==> src/rtl/pi_gpio_mux.sv <==
// pi_gpio_mux: register-configured pin multiplexer for the Raspberry Pi GPIO
// header. Routes each pin to a software GPIO bit, its fixed peripheral (ALT)
// function, or parks it in high-Z. Adds input synchronisation, edge-detect
// interrupts and, when PI_GPIO_MUX_DEBOUNCE_EN is defined, per-pin debounce.
//
// Register map (word address): 0 OUT, 1 DIR, 2 IN (RO), 3 FUNC_LO, 4 FUNC_HI,
// 5 RISE_EN, 6 FALL_EN, 7 PEND (write 1 to clear).
module pi_gpio_mux #(
    parameter int              PINS            = 28,
    parameter int              SYNC_STAGES     = 2,
    parameter logic [PINS-1:0] ALT_MASK        = PINS'(28'h0FFFFFF),
    parameter int              DEBOUNCE_CYCLES = 1000
) (
    input  logic            clk,
    input  logic            reset,
    input  logic [PINS-1:0] pin_i,
    output logic [PINS-1:0] pin_o,
    output logic [PINS-1:0] pin_t,
    input  logic [PINS-1:0] alt_o,
    input  logic [PINS-1:0] alt_t,
    output logic [PINS-1:0] alt_i,
    input  logic            reg_wr,
    input  logic            reg_rd,
    input  logic [2:0]      reg_addr,
    input  logic [31:0]     reg_wdata,
    output logic [31:0]     reg_rdata,
    output logic            reg_ack,
    output logic            irq
);

    localparam logic [1:0] FUNC_GPIO = 2'd0;
    localparam logic [1:0] FUNC_ALT  = 2'd1;

    // A pin without a peripheral cannot be put in ALT mode; it falls back to GPIO.
    function automatic logic [1:0] filter_func(input logic [1:0] code, input logic has_alt);
        if (code == FUNC_ALT && !has_alt) begin
            return FUNC_GPIO;
        end
        return code;
    endfunction

    logic [PINS-1:0] sync_p [SYNC_STAGES];
    logic [PINS-1:0] sync_val;
    logic [PINS-1:0] in_val;
    logic [PINS-1:0] in_prev;

    logic [PINS-1:0] out_q;
    logic [PINS-1:0] dir_q;
    logic [PINS-1:0] rise_q;
    logic [PINS-1:0] fall_q;
    logic [PINS-1:0] pend_q;
    logic [1:0]      func_q    [PINS];
    logic [1:0]      func_next [PINS];

    logic [PINS-1:0] wdata_pins;
    logic [PINS-1:0] edge_set;
    logic [PINS-1:0] pend_clr;
    logic [PINS-1:0] route_o;
    logic [PINS-1:0] route_t;
    logic [31:0]     func_lo;
    logic [31:0]     func_hi;
    logic [31:0]     rd_word;
    logic            unused_wdata;

    assign wdata_pins   = reg_wdata[PINS-1:0];
    assign unused_wdata = ^reg_wdata;
    assign sync_val     = sync_p[SYNC_STAGES-1];

    // Input synchroniser chain: pad value crosses SYNC_STAGES flops before use.
    always_ff @(posedge clk or posedge reset) begin
        if (reset) begin
            for (int k = 0; k < SYNC_STAGES; k++) begin
                sync_p[k] <= '0;
            end
        end else begin
            sync_p[0] <= pin_i;
            for (int k = 1; k < SYNC_STAGES; k++) begin
                sync_p[k] <= sync_p[k-1];
            end
        end
    end

`ifdef PI_GPIO_MUX_DEBOUNCE_EN
    localparam int CNT_W = $clog2(DEBOUNCE_CYCLES + 1);

    logic [CNT_W-1:0] db_cnt [PINS];
    logic [PINS-1:0]  in_q;

    // Debounce: accept a new level only after it has persisted DEBOUNCE_CYCLES cycles.
    always_ff @(posedge clk or posedge reset) begin
        if (reset) begin
            in_q <= '0;
            for (int n = 0; n < PINS; n++) begin
                db_cnt[n] <= '0;
            end
        end else begin
            for (int n = 0; n < PINS; n++) begin
                if (sync_val[n] == in_q[n]) begin
                    db_cnt[n] <= '0;
                end else if (db_cnt[n] == CNT_W'(DEBOUNCE_CYCLES - 1)) begin
                    in_q[n]   <= sync_val[n];
                    db_cnt[n] <= '0;
                end else begin
                    db_cnt[n] <= db_cnt[n] + CNT_W'(1);
                end
            end
        end
    end

    assign in_val = in_q;
`else
    assign in_val = sync_val;
`endif

    assign alt_i = in_val;

    // Edge flags are qualified by the enables when they are raised, so irq needs no mask.
    assign edge_set = (in_val & ~in_prev & rise_q) | (~in_val & in_prev & fall_q);
    assign pend_clr = (reg_wr && reg_addr == 3'd7) ? wdata_pins : '0;
    assign irq      = |pend_q;

    // Next FUNC codes: each half-register write updates only the pins it covers.
    always_comb begin
        for (int n = 0; n < PINS; n++) begin
            func_next[n] = func_q[n];
            if (reg_wr && ((n < 16 && reg_addr == 3'd3) || (n >= 16 && reg_addr == 3'd4))) begin
                func_next[n] = filter_func(reg_wdata[(n % 16) * 2 +: 2], ALT_MASK[n]);
            end
        end
    end

    // Per-pin routing selected by FUNC; reserved code behaves as OFF.
    always_comb begin
        route_o = '0;
        route_t = '1;
        for (int n = 0; n < PINS; n++) begin
            case (func_q[n])
                2'd0: begin
                    route_o[n] = out_q[n];
                    route_t[n] = ~dir_q[n];
                end
                2'd1: begin
                    route_o[n] = alt_o[n];
                    route_t[n] = alt_t[n];
                end
                default: begin
                    route_o[n] = 1'b0;
                    route_t[n] = 1'b1;
                end
            endcase
        end
    end

    // Read mux: pack FUNC codes and zero-extend the per-pin registers.
    always_comb begin
        func_lo = '0;
        func_hi = '0;
        for (int n = 0; n < PINS; n++) begin
            if (n < 16) begin
                func_lo[(n % 16) * 2 +: 2] = func_q[n];
            end else begin
                func_hi[(n % 16) * 2 +: 2] = func_q[n];
            end
        end
        case (reg_addr)
            3'd0:    rd_word = 32'(out_q);
            3'd1:    rd_word = 32'(dir_q);
            3'd2:    rd_word = 32'(in_val);
            3'd3:    rd_word = func_lo;
            3'd4:    rd_word = func_hi;
            3'd5:    rd_word = 32'(rise_q);
            3'd6:    rd_word = 32'(fall_q);
            default: rd_word = 32'(pend_q);
        endcase
    end

    // Configuration registers, edge history and pending flags (set beats clear).
    always_ff @(posedge clk or posedge reset) begin
        if (reset) begin
            out_q   <= '0;
            dir_q   <= '0;
            rise_q  <= '0;
            fall_q  <= '0;
            pend_q  <= '0;
            in_prev <= '0;
            for (int n = 0; n < PINS; n++) begin
                func_q[n] <= FUNC_GPIO;
            end
        end else begin
            in_prev <= in_val;
            pend_q  <= (pend_q & ~pend_clr) | edge_set;
            for (int n = 0; n < PINS; n++) begin
                func_q[n] <= func_next[n];
            end
            if (reg_wr) begin
                case (reg_addr)
                    3'd0:    out_q  <= wdata_pins;
                    3'd1:    dir_q  <= wdata_pins;
                    3'd5:    rise_q <= wdata_pins;
                    3'd6:    fall_q <= wdata_pins;
                    default: ;
                endcase
            end
        end
    end

    // Register access response: ack one cycle after each strobe, read data holds.
    always_ff @(posedge clk or posedge reset) begin
        if (reset) begin
            reg_ack   <= 1'b0;
            reg_rdata <= '0;
        end else begin
            reg_ack <= reg_wr | reg_rd;
            if (reg_rd) begin
                reg_rdata <= rd_word;
            end
        end
    end

    // Registered pad drive.
    always_ff @(posedge clk or posedge reset) begin
        if (reset) begin
            pin_o <= '0;
            pin_t <= '1;
        end else begin
            pin_o <= route_o;
            pin_t <= route_t;
        end
    end

endmodule
==> config.mk <==
export PLATFORM = sky130hd
export DESIGN_NAME = pi_gpio_mux
export DESIGN_NICKNAME = d
export VERILOG_FILES = /design/src/rtl/pi_gpio_mux.sv
export SDC_FILE = /design/constraint.sdc
export NUM_CORES = 1
export LEC_CHECK = 0
export ABC_AREA = 1
export CAP_MARGIN = 20
export CELL_PAD_IN_SITES_DETAIL_PLACEMENT = 0
export CELL_PAD_IN_SITES_GLOBAL_PLACEMENT = 1
export CORE_ASPECT_RATIO = 1.4
export CORE_UTILIZATION = 30
export DETAILED_ROUTE_END_ITERATION = 6
export GPL_ROUTABILITY_DRIVEN = 0
export PLACE_DENSITY = 0.71
export RECOVER_POWER = 50
export SLEW_MARGIN = 20
export SYNTH_ARGS = -nofsm -noshare
export SYNTH_HDL_FRONTEND = slang
export SYNTH_SLANG_ARGS = --single-unit
==> constraint.sdc <==
create_clock -name clk -period 28.5 [get_ports clk]
set_input_delay 5.7 -clock clk [delete_from_list [all_inputs] [get_ports clk]]
set_output_delay 5.7 -clock clk [all_outputs]
set_load 0.01 [all_outputs]
After elaboration in Yosys (flattened, before gate mapping). Index checks and enable logic that the tools add are counted.

Equal/unequal tests: 39. Muxes and demuxes: 74. Bitwise gates (word level): 39. Reductions and logical operators: 37.

Operators with widths (count): 32-bit one-hot mux with 7 select lines (1); 28-bit bitwise AND (5); 1-bit one-hot mux with 2 select lines (56); 28-bit NOT (3); 2-bit by 1-bit equality test with 1-bit output (second input constant) (32); 2-bit logical NOT (28); 28-bit OR (2); 28-bit 2-to-1 mux (1); 1-bit NOT (28); 28-bit OR reduction (1); 2-bit 2-to-1 mux (8); 3-bit equality test (second input constant) (4); 1-bit 2-to-1 mux (8); 2-bit AND reduction (4); 3-bit by 2-bit equality test with 1-bit output (second input constant) (2); 3-bit by 1-bit equality test with 1-bit output (second input constant) (1); 1-bit logical AND (3); 3-bit logical NOT (1); 1-bit OR (1).

Flip-flop bits (word level): 369. Input bits: 123. Output and inout port bits: 118. Logic and storage cells: 229.

Longest topological paths before layout. Gate-level depths: netlist of run 1.

Depth after elaboration: 6. Gate-level depth with buffers: 11. Mapped depth without buffers: 8.

Worst setup path after synthesis of run 1. No wires, ideal clock.

Kind: input to register. From: input reg_addr[1]. To: register reg_rdata[13]. Setup time: 0.117 ns. Data arrival time: 6.570 ns. Required time: 28.383 ns. Path slack: 21.813 ns. Cell stages on the path: 11. Cells stage by stage: buf_6 > inv_2 > nor2_4 > buf_6 > buf_4 > nand3_1 > nand2_1 > nor2_1 > nand2_1 > nand2_1 > nand2_1.

Cells in the longest elaborated chain, start to end: 2. Elaborated cells between the ends (all ways): 8. Classes of those cells: eq/ne: 6; mux: 1; reduce/logical: 1.

RTL lines: start, declared (RTL line 24) `input logic [2:0] reg_addr,`; 3-bit equality test (tied with other cells) (RTL line 165) `case (reg_addr)`; 32-bit one-hot mux with 7 select lines * (RTL line 165); end signal, assigned (RTL line 215) `reg_rdata <= rd_word;`; end, declared (RTL line 26) `output logic [31:0] reg_rdata,`.

Every way passes the cells marked *; elsewhere a longest branch is shown, timed or not. A chain may end at the register's enable or synchronous reset.

==> reports/results.txt, run 1 <==
Fin Hold WS: 339.8 ps
global-route wire length before repair: 82.78 mm
full die area: 0.05292 sq mm
GRT Residual Overflow: 0
largest buffer count on any clock path: 3
clock-pin slew on the worst setup and hold paths: 60 ps
worst ir drop on vdd: 0.00003905 V
RR Startpoint: func_lo[3]
die span in y: 271.8 um
Critical Path Source: reset
Clock Latency Late Sink: 570 ps
DP HPWL: 37.61 mm
row count: 98
vias per cell: 5.053
worst hold start: sync_p[44]
fin nets: 2007
Mean Syn Cell Area: 9.131 sq um
Critical path buffers and inverters: 3
CTS Hold Buffers Added: 0
1st-pass router iterations: 5
largest net degree at the start of global routing: 194
initial antenna violation count: 0
die extent in x: 194.7 um
Slew HR: -200.0%
fmax: 0.07976 GHz
leakage: 9.207 nW
Post-Syn Instances: 1708
CTS H-tree depth: 2
post-CTS setup buffer count: 0
drt wl/cell: 21.36 um
1st-iter DRT viols: 1038
Fin. Hold Viols: 0
placed cell area: 0.01824 sq mm
fin crit share: 43.99%
Yosys reg bits: 369
status: finished with violations
# DRC: 0
synth warn: 0
worst min path class: reg -> reg
CTS tree: built
total negative slack: 0 ps
minimum clock period: 12540 ps
Worst path max stage delay: 3300 ps
Worst path slowest cell: clkbuf_1
number of max-cap violations: 5
Slew @ Worst Pin: 4500 ps
area delta synth->final: 25.35%
clk_skew: 15.80 ps
Initial Util: 30.43%
fraction of layout cells with a size suffix above 1: 6.527%
Worst EP arrival: 12140 ps
number of unique standard cell types used by synthesis: 28
RSZ-0062 raised after global routing: no
critical path class: in -> async
WP data required: 28100 ps
Final Max Slew Viols: 339
I/O pin total: 241
type of origin of the critical path: input pin
placed insts: 2490
Post-DRT Antenna Nets: 0
final setup violation count: 0
clk sink count: 369
failing checks: capacitance limit, slew limit
Via Count: 12961
Post-CTS Resized: 0
Mapped Nets: 1831
Worst setup EP type: asynchronous set/reset pin
final wirelength: 54.79 mm
Mapped Area: 0.01560 sq mm
Tot GR Track Use: 20.94%
CP cell instances: dlygate4sd3_1 -> clkinvlp_2 -> clkbuf_1
vias in the first global route: 12992
final instance area: 0.01955 sq mm
Root Buffer: clkbuf_16
diode count: 0
Seq/Total Area, Yosys: 59.43%
Post-Layout Cell Count: 2565
PD cells: 74.81 mW/mm^2
Port-buffer cells: 240
Core ar.: 0.05125 sq mm
CTS buffer count: 41
delay-heaviest family, CP: buffers and inverters
crit path max fanout: 97
Power Total: 1.462 mW
## worst reg2reg max path: stages (launching register included)
cell     delay [ps]
dfrtp_1         430
nand4_1         110
nand2_1         110
nor2_1          380
nand2_1         100
nand2_1          80
nand2_1          50
## cell type report
class,instances,area (sq um)
clock buffers,62,1227
clock inverters,12,92.59
multi-input cells,1121,5259
flip-flops and latches,369,9269
fillers,5208,31700
inverters,95,359.1
repair buffers,256,2530
well taps,650,813.3
## power breakdown
group	internal [mW]	leakage [nW]	total, mW	switching, mW
combinational	0.112	4.11	0.247	0.135
sequential	0.615	4.44	0.690	0.0747
clock	0.306	0.658	0.526	0.219
total	1.03	9.21	1.46	0.429
## synth_stat cells (all sizes together)
cell type	n	area (sq um)
dfrtp	341	8533
inv	94	352.8
nand3	138	690.7
o21ai	184	920.9
mux2	2	22.52
dfstp	28	735.7
buf	99	634.4
o211ai	1	7.510
nor3	29	145.1
a22o	28	245.2
o22ai	4	25.02
clkinv	1	3.750
nand2	460	1739
nand4	64	400.4
nor2	125	518.0
o221ai	27	236.5
a21oi	59	295.3
clkbuf	24	90.09
## cell families (layout without fill, tap and decap cells)
group                  after synthesis  after routing  synth area share, %
DFF                                369            369                59.43
and+or+nand+nor                    816            816                22.40
muxes                                2              2               0.1444
buffers and inverters              218            425                6.931
AOI/OAI and AO/OA                  303            303                11.10
## path summary, 6_finish.rpt
kind / end / slack [ps] / depth (start not counted)
max: pin_o[18] / 15960 / 3
min: alt_i[16] / 340 / 0
max reg2reg: reg_rdata[3] / 27120 / 6
min reg2reg: alt_i[16] / 340 / 0
max in group clk: reg_rdata[27] / 19030 / 11
min in group asynchronous: sync_p[47] / 6870 / 2
## stage by stage
step,util (%),worst slack (ps)
3_3_place_gp,35.56,19610
2_1_floorplan,-,12600
4_1_cts,38.17,20270
5_1_grt,38.14,14490
3_5_place_dp,35.59,19660
6_report,38.14,15960
## layout by cell type, fill, tap and decap left out, types with 2 or more instances in the layout
master	instances
a21oi_1	59
a22o_1	28
buf_2	2
buf_4	10
clkbuf_1	15
clkbuf_16	43
clkbuf_8	8
clkdlybuf4s50_1	127
clkinv_2	10
dfrtp_1	341
dfstp_2	28
dlygate4sd3_1	111
inv_1	88
inv_2	4
mux2_2	2
nand2_1	457
nand2_2	2
nand3_1	134
nand3_2	4
nand4_1	64
nor2_1	120
nor2_4	3
nor3_1	29
o21ai_0	123
o21ai_1	61
o221ai_1	27
o22ai_1	4
## routing by layer
metal  global-route usage (%)  share of wire [%]  up-vias
met3                    3.007                4.7      104
met4                    9.795                4.6        0
met5                        0                  0        -
li1                         -                  -     6053
met2                    38.19                 53      445
met1                    23.96                 38     6359
No activity file was read; power rests on OpenSTA's default activity.
==> run 2: changes to the inputs <==
--- a/config.mk
+++ b/config.mk
@@ -13,7 +13,7 @@
 export CORE_UTILIZATION = 30
 export DETAILED_ROUTE_END_ITERATION = 6
 export GPL_ROUTABILITY_DRIVEN = 0
-export PLACE_DENSITY = 0.71
+export PLACE_DENSITY = 0.74
 export RECOVER_POWER = 50
 export SLEW_MARGIN = 20
 export SYNTH_ARGS = -nofsm -noshare
==> constraint.sdc (replaced) <==
create_clock -name clk -period 10.7 [get_ports clk]
set_input_delay 2.14 -clock clk [delete_from_list [all_inputs] [get_ports clk]]
set_output_delay 2.14 -clock clk [all_outputs]
set_load 0.01 [all_outputs]
==> run 2 against run 1 <==
  * The flow still finishes with violations (capacitance limit, slew limit)
  * Setup slack got worse by 12000 ps
  * Via count rose by 0.39%
  * Global-route usage about the same
  * First-iteration DRC count increased by 4.8%
  * Critical path type is now in -> reg
  * Critical endpoint is now pend_q[0]
  * Largest power group unchanged
==> reports/results.txt, run 2 (synthesis results as in run 1) <==
PD cells: 198.7 mW/mm^2
die extent in x: 194.7 um
diode count: 0
largest net degree at the start of global routing: 164
drt wl/cell: 21.38 um
Via Count: 13011
final setup violation count: 0
placed cell area: 0.01827 sq mm
Fin. Hold Viols: 0
DP HPWL: 38.37 mm
Tot GR Track Use: 20.91%
final wirelength: 54.89 mm
RR Startpoint: func_lo[16]
most frequent cells in the layout: 457 x nand2_1, 341 x dfrtp_1, 148 x dlygate4sd3_1
die span in y: 271.8 um
Worst setup EP type: flip-flop
fin nets: 2009
area delta synth->final: 25.55%
Layout fillers: 5107
Core ar.: 0.05125 sq mm
# DRC: 0
clk_skew: 21.27 ps
fin crit share: 63.86%
Slew HR: -153.9%
CTS H-tree depth: 2
Root Buffer: clkbuf_16
fraction of layout cells with a size suffix above 1: 6.364%
Clock Latency Late Sink: 550 ps
CTS Hold Buffers Added: 0
Critical Path Source: reg_addr[0]
status: finished with violations
leakage: 9.266 nW
full die area: 0.05292 sq mm
Post-CTS Resized: 0
Slew @ Worst Pin: 3808 ps
net switching power: 1.143 mW
WP data required: 11100 ps
Worst EP arrival: 7230 ps
clock-pin slew on the worst setup and hold paths: 60 ps
CP cell instances: clkbuf_1 -> clkbuf_1 -> nand2_4 -> nor2_4 -> nand2_2 -> o21ai_0 -> o221ai_1
final instance area: 0.01958 sq mm
minimum clock period: 6833 ps
global-route wire length before repair: 82.93 mm
row count: 98
Port-buffer cells: 240
number of max-cap violations: 6
RSZ-0062 raised after global routing: no
Clk network pwr share: 35.9%
1st-pass router iterations: 5
Comb power frac: 16.7%
largest buffer count on any clock path: 3
Reg2Reg Depth: 6
1st-iter DRT viols: 1088
total negative slack: 0 ps
type of origin of the critical path: input pin
clk sink count: 369
hold depth: 0
I/O pin total: 241
Sw Share: 29.37%
Post-DRT Antenna Nets: 0
post-CTS setup buffer count: 0
Worst path slowest cell: clkbuf_1
Initial Util: 30.43%
most common cell after layout, fill and taps aside: nand2_1
critical path class: in -> reg
Final Max Slew Viols: 229
Most common cell on crit path: clkbuf_1
fmax: 0.1463 GHz
CTS tree: built
worst min path class: reg -> reg
share of total power in sequential cells: 47.3%
Worst path max stage delay: 1790 ps
CTS buffer count: 40
Pint: 2.747 mW
worst ir drop on vdd: 0.0001149 V
GRT Residual Overflow: 0
initial antenna violation count: 0
vias per cell: 5.069
failing checks: capacitance limit, slew limit
worst hold start: sync_p[32]
vias in the first global route: 13086
crit path max fanout: 39
## run 2: cell count changes in the layout (fill, tap and decap cells not counted), sizes merged
cell / previous run / this run
buf: 14 / 16
bufinv: 1 / 2
clkbuf: 66 / 70
clkdlybuf4s50: 127 / 90
clkinv: 12 / 5
clkinvlp: 1 / 2
dlygate4sd3: 111 / 148
inv: 93 / 94
## run 2: routing by layer
layer / global-route usage (%) / wire length, um / up-vias
met5: 0 / 0 / -
met4: 11.95 / 3100 / 0
li1: - / - / 6043
met3: 2.870 / 2809 / 124
met1: 24.17 / 20800 / 6356
met2: 36.99 / 28170 / 488
## run 2: power groups by stage
| stage | sequential (mW) | clock (mW) | combinational (mW) |
|---|---|---|---|
| global placement | 1.86 | 0 | 0.663 |
| CTS | 1.84 | 1.43 | 0.682 |
| finish | 1.84 | 1.40 | 0.651 |
| global route | 1.87 | 1.48 | 0.727 |
| detailed placement | 1.87 | 0 | 0.679 |
| floorplan | 1.82 | 0 | 0.340 |
## run 2: per-stage QoR
step           utilization (%)  power, mW  hold WS [ps]  cells  worst slack [ps]
2_1_floorplan                -      2.158         331.2   1708              3631
3_3_place_gp             35.59      2.525         331.5   2492              5157
3_5_place_dp             35.65      2.546         335.6   2493              5046
4_1_cts                  38.19      3.958         347.1   2566              5621
5_1_grt                  38.20      4.077         352.4   2567              3025
6_report                 38.20      3.890         345.8   2567              3867
## run 2: path summary, 6_finish.rpt
check,endpoint,slack (ps)
min in group asynchronous,reg_rdata[22],2500
max reg2reg,reg_rdata[16],9380
min reg2reg,alt_i[4],350
max,pend_q[0],3870
max in group asynchronous,in_prev[5],3920
min,alt_i[4],350
## run 2: critical path: cells and delay by family
family	cells	cell delay, ps
simple gates	3	1530
compound gates	2	530
buf+inv	2	2950
## run 2: final cells by class
cell class	instances	area (sq um)	area share (%)
Sequential cell	369	9269	47.34
Timing Repair Buffer	259	2575	13.15
Tap cell	650	813.3	4.153
Clock inverter	8	100.1	0.5112
Inverter	95	359.1	1.834
Multi-Input combinational cell	1121	5259	26.86
Clock buffer	65	1206	6.160
==> run 3: changes to the inputs <==
--- a/config.mk
+++ b/config.mk
@@ -13,7 +13,7 @@
 export CORE_UTILIZATION = 30
 export DETAILED_ROUTE_END_ITERATION = 6
 export GPL_ROUTABILITY_DRIVEN = 0
-export PLACE_DENSITY = 0.74
+export PLACE_DENSITY = 0.71
 export RECOVER_POWER = 50
 export SLEW_MARGIN = 20
 export SYNTH_ARGS = -nofsm -noshare
==> constraint.sdc (replaced) <==
create_clock -name clk -period 7.1 [get_ports clk]
set_input_delay 1.42 -clock clk [delete_from_list [all_inputs] [get_ports clk]]
set_output_delay 1.42 -clock clk [all_outputs]
set_load 0.01 [all_outputs]
==> run 3 against run 2 <==
  * Cell count up 0.16%
  * Worst hold slack lost 2.6 ps
  * Die area is the same
  * Power increased by 55%
  * Utilization increased by 0.22 points
  * Sequential power grew 51%
  * First-iteration DRC count down 6.4%
  * Via count up 1.4%
  * Non-clock buffer count grew 1
  * The flow still finishes with violations (capacitance limit, slew limit)
==> reports/results.txt, run 3 (synthesis results as in run 1) <==
Slew @ Worst Pin: 2384 ps
Initial Util: 30.43%
final core utilization: 38.42%
most frequent cells in the layout: 457 x nand2_1, 341 x dfrtp_1, 185 x dlygate4sd3_1
1st-iter DRT viols: 1018
row count: 98
Final Max Slew Viols: 208
vias per cell: 5.133
largest net degree at the start of global routing: 152
Layout fillers: 5116
Sw Share: 29.08%
Power Total: 6.037 mW
flop-to-flop setup slack: 5710 ps
crit path max fanout: 34
global-route wire length before repair: 84.62 mm
GRT Residual Overflow: 0
final wirelength: 56.48 mm
number of max-cap violations: 6
DP HPWL: 39.00 mm
Critical path buffers and inverters: 2
type of origin of the critical path: input pin
minimum clock period: 5180 ps
vias in the first global route: 13276
fin nets: 2011
CTS buffer count: 41
full die area: 0.05292 sq mm
Via Count: 13196
1st-pass router iterations: 6
Multi-input gate area: 0.005254 sq mm
initial antenna violation count: 0
worst min path class: reg -> reg
Worst path max stage delay: 1730 ps
share of total power in sequential cells: 46.0%
Slew HR: -58.91%
fmax: 0.1931 GHz
Core ar.: 0.05125 sq mm
Comb power frac: 16.1%
I/O pin total: 241
placed cell area: 0.01828 sq mm
PD cells: 306.6 mW/mm^2
post-CTS setup buffer count: 0
Clock Latency Late Sink: 560 ps
CTS Hold Buffers Added: 0
Post-CTS Resized: 0
Worst setup EP type: flip-flop
critical path class: in -> reg
failing checks: capacitance limit, slew limit
WP depth: 6
RSZ-0062 raised after global routing: no
hold depth: 0
net switching power: 1.755 mW
Storage cell area: 0.009269 sq mm
Clk network pwr share: 38.0%
Reg2Reg Depth: 6
diode count: 0
total negative slack: 0 ps
clk sink count: 369
Worst path slowest cell: nor2_1
CTS tree: built
Worst EP arrival: 5590 ps
Pint: 4.282 mW
status: finished with violations
Fin Hold WS: 343.2 ps
Port-buffer cells: 240
Post-DRT Antenna Nets: 0
Root Buffer: clkbuf_16
clock-pin slew on the worst setup and hold paths: 60 ps
die extent in x: 194.7 um
leakage: 9.313 nW
drt wl/cell: 21.97 um
final instance area: 0.01969 sq mm
CP cell instances: dlygate4sd3_1 -> nor2_1 -> nand3_2 -> buf_4 -> nand2_1 -> o21ai_0
delay-heaviest family, CP: simple AND/OR/NAND/NOR gates
Tot GR Track Use: 21.44%
worst ir drop on vdd: 0.0001748 V
fraction of layout cells with a size suffix above 1: 6.819%
# DRC: 0
Fin. Hold Viols: 0
CTS H-tree depth: 2
WP data required: 7510 ps
final setup violation count: 0
largest buffer count on any clock path: 3
die span in y: 271.8 um
clk_skew: 21.79 ps
most common cell after layout, fill and taps aside: nand2_1
area delta synth->final: 26.27%
fin crit share: 72.96%
==> run 3: changes by cell type in the layout (fill, tap and decap cells not counted), moves of 3 or more <==
cell	before	now
dlygate4sd3_1	148	185
o21ai_1	61	57
clkbuf_8	9	6
clkbuf_1	20	13
bufinv_16	2	6
clkinv_2	4	9
o21ai_0	123	127
clkdlybuf4s50_1	90	53
==> run 3: final timing paths <==
kind / from / endpoint
setup / recovery: reg_addr[1] / rise_q[25]
hold / removal: sync_p[32] / alt_i[4]
setup reg to reg: func_lo[11] / reg_rdata[11]
hold reg to reg: sync_p[32] / alt_i[4]
max in group asynchronous: reset / pin_o[3]
min in group asynchronous: reset / fall_q[20]
==> run 3: power by group through the flow <==
stage	Sequential [mW]	Combinational, mW	Clock (mW)
detailed placement	2.81	1.03	0
global route	2.81	1.08	2.42
floorplan	2.74	0.513	0
CTS	2.78	1.03	2.35
finish	2.78	0.969	2.29
global placement	2.81	1.01	0
==> run 3: cell type report <==
type	count	area share, %
clock buffer	57	6.036
timing repair buffer	260	12.94
sequential	369	47.06
inverter	95	1.823
tap	650	4.130
multi-input combinational	1121	26.68
clock inverter	19	1.328
==> run 3: stage by stage <==
step | worst slack [ps] | cells
6_report | 1920 | 2571
5_1_grt | 1765 | 2571
4_1_cts | 3142 | 2571
3_5_place_dp | 2558 | 2495
3_3_place_gp | 2599 | 2494
2_1_floorplan | 750.7 | 1708
==> run 3: metal layers <==
metal  share of wire (%)  global-route usage (%)  wire length, um
met1                  37                   24.45            21110
met3                 4.8                   2.472             2734
met4                 6.2                   13.10             3491
met5                   0                       0                0
met2                  52                   38.28            29140
==> run 3: worst reg2reg max path, delay by kind of cell (launching register included) <==
family / cells / cell delay, ps
DFF: 1 / 460
and+or+nand+nor: 6 / 790
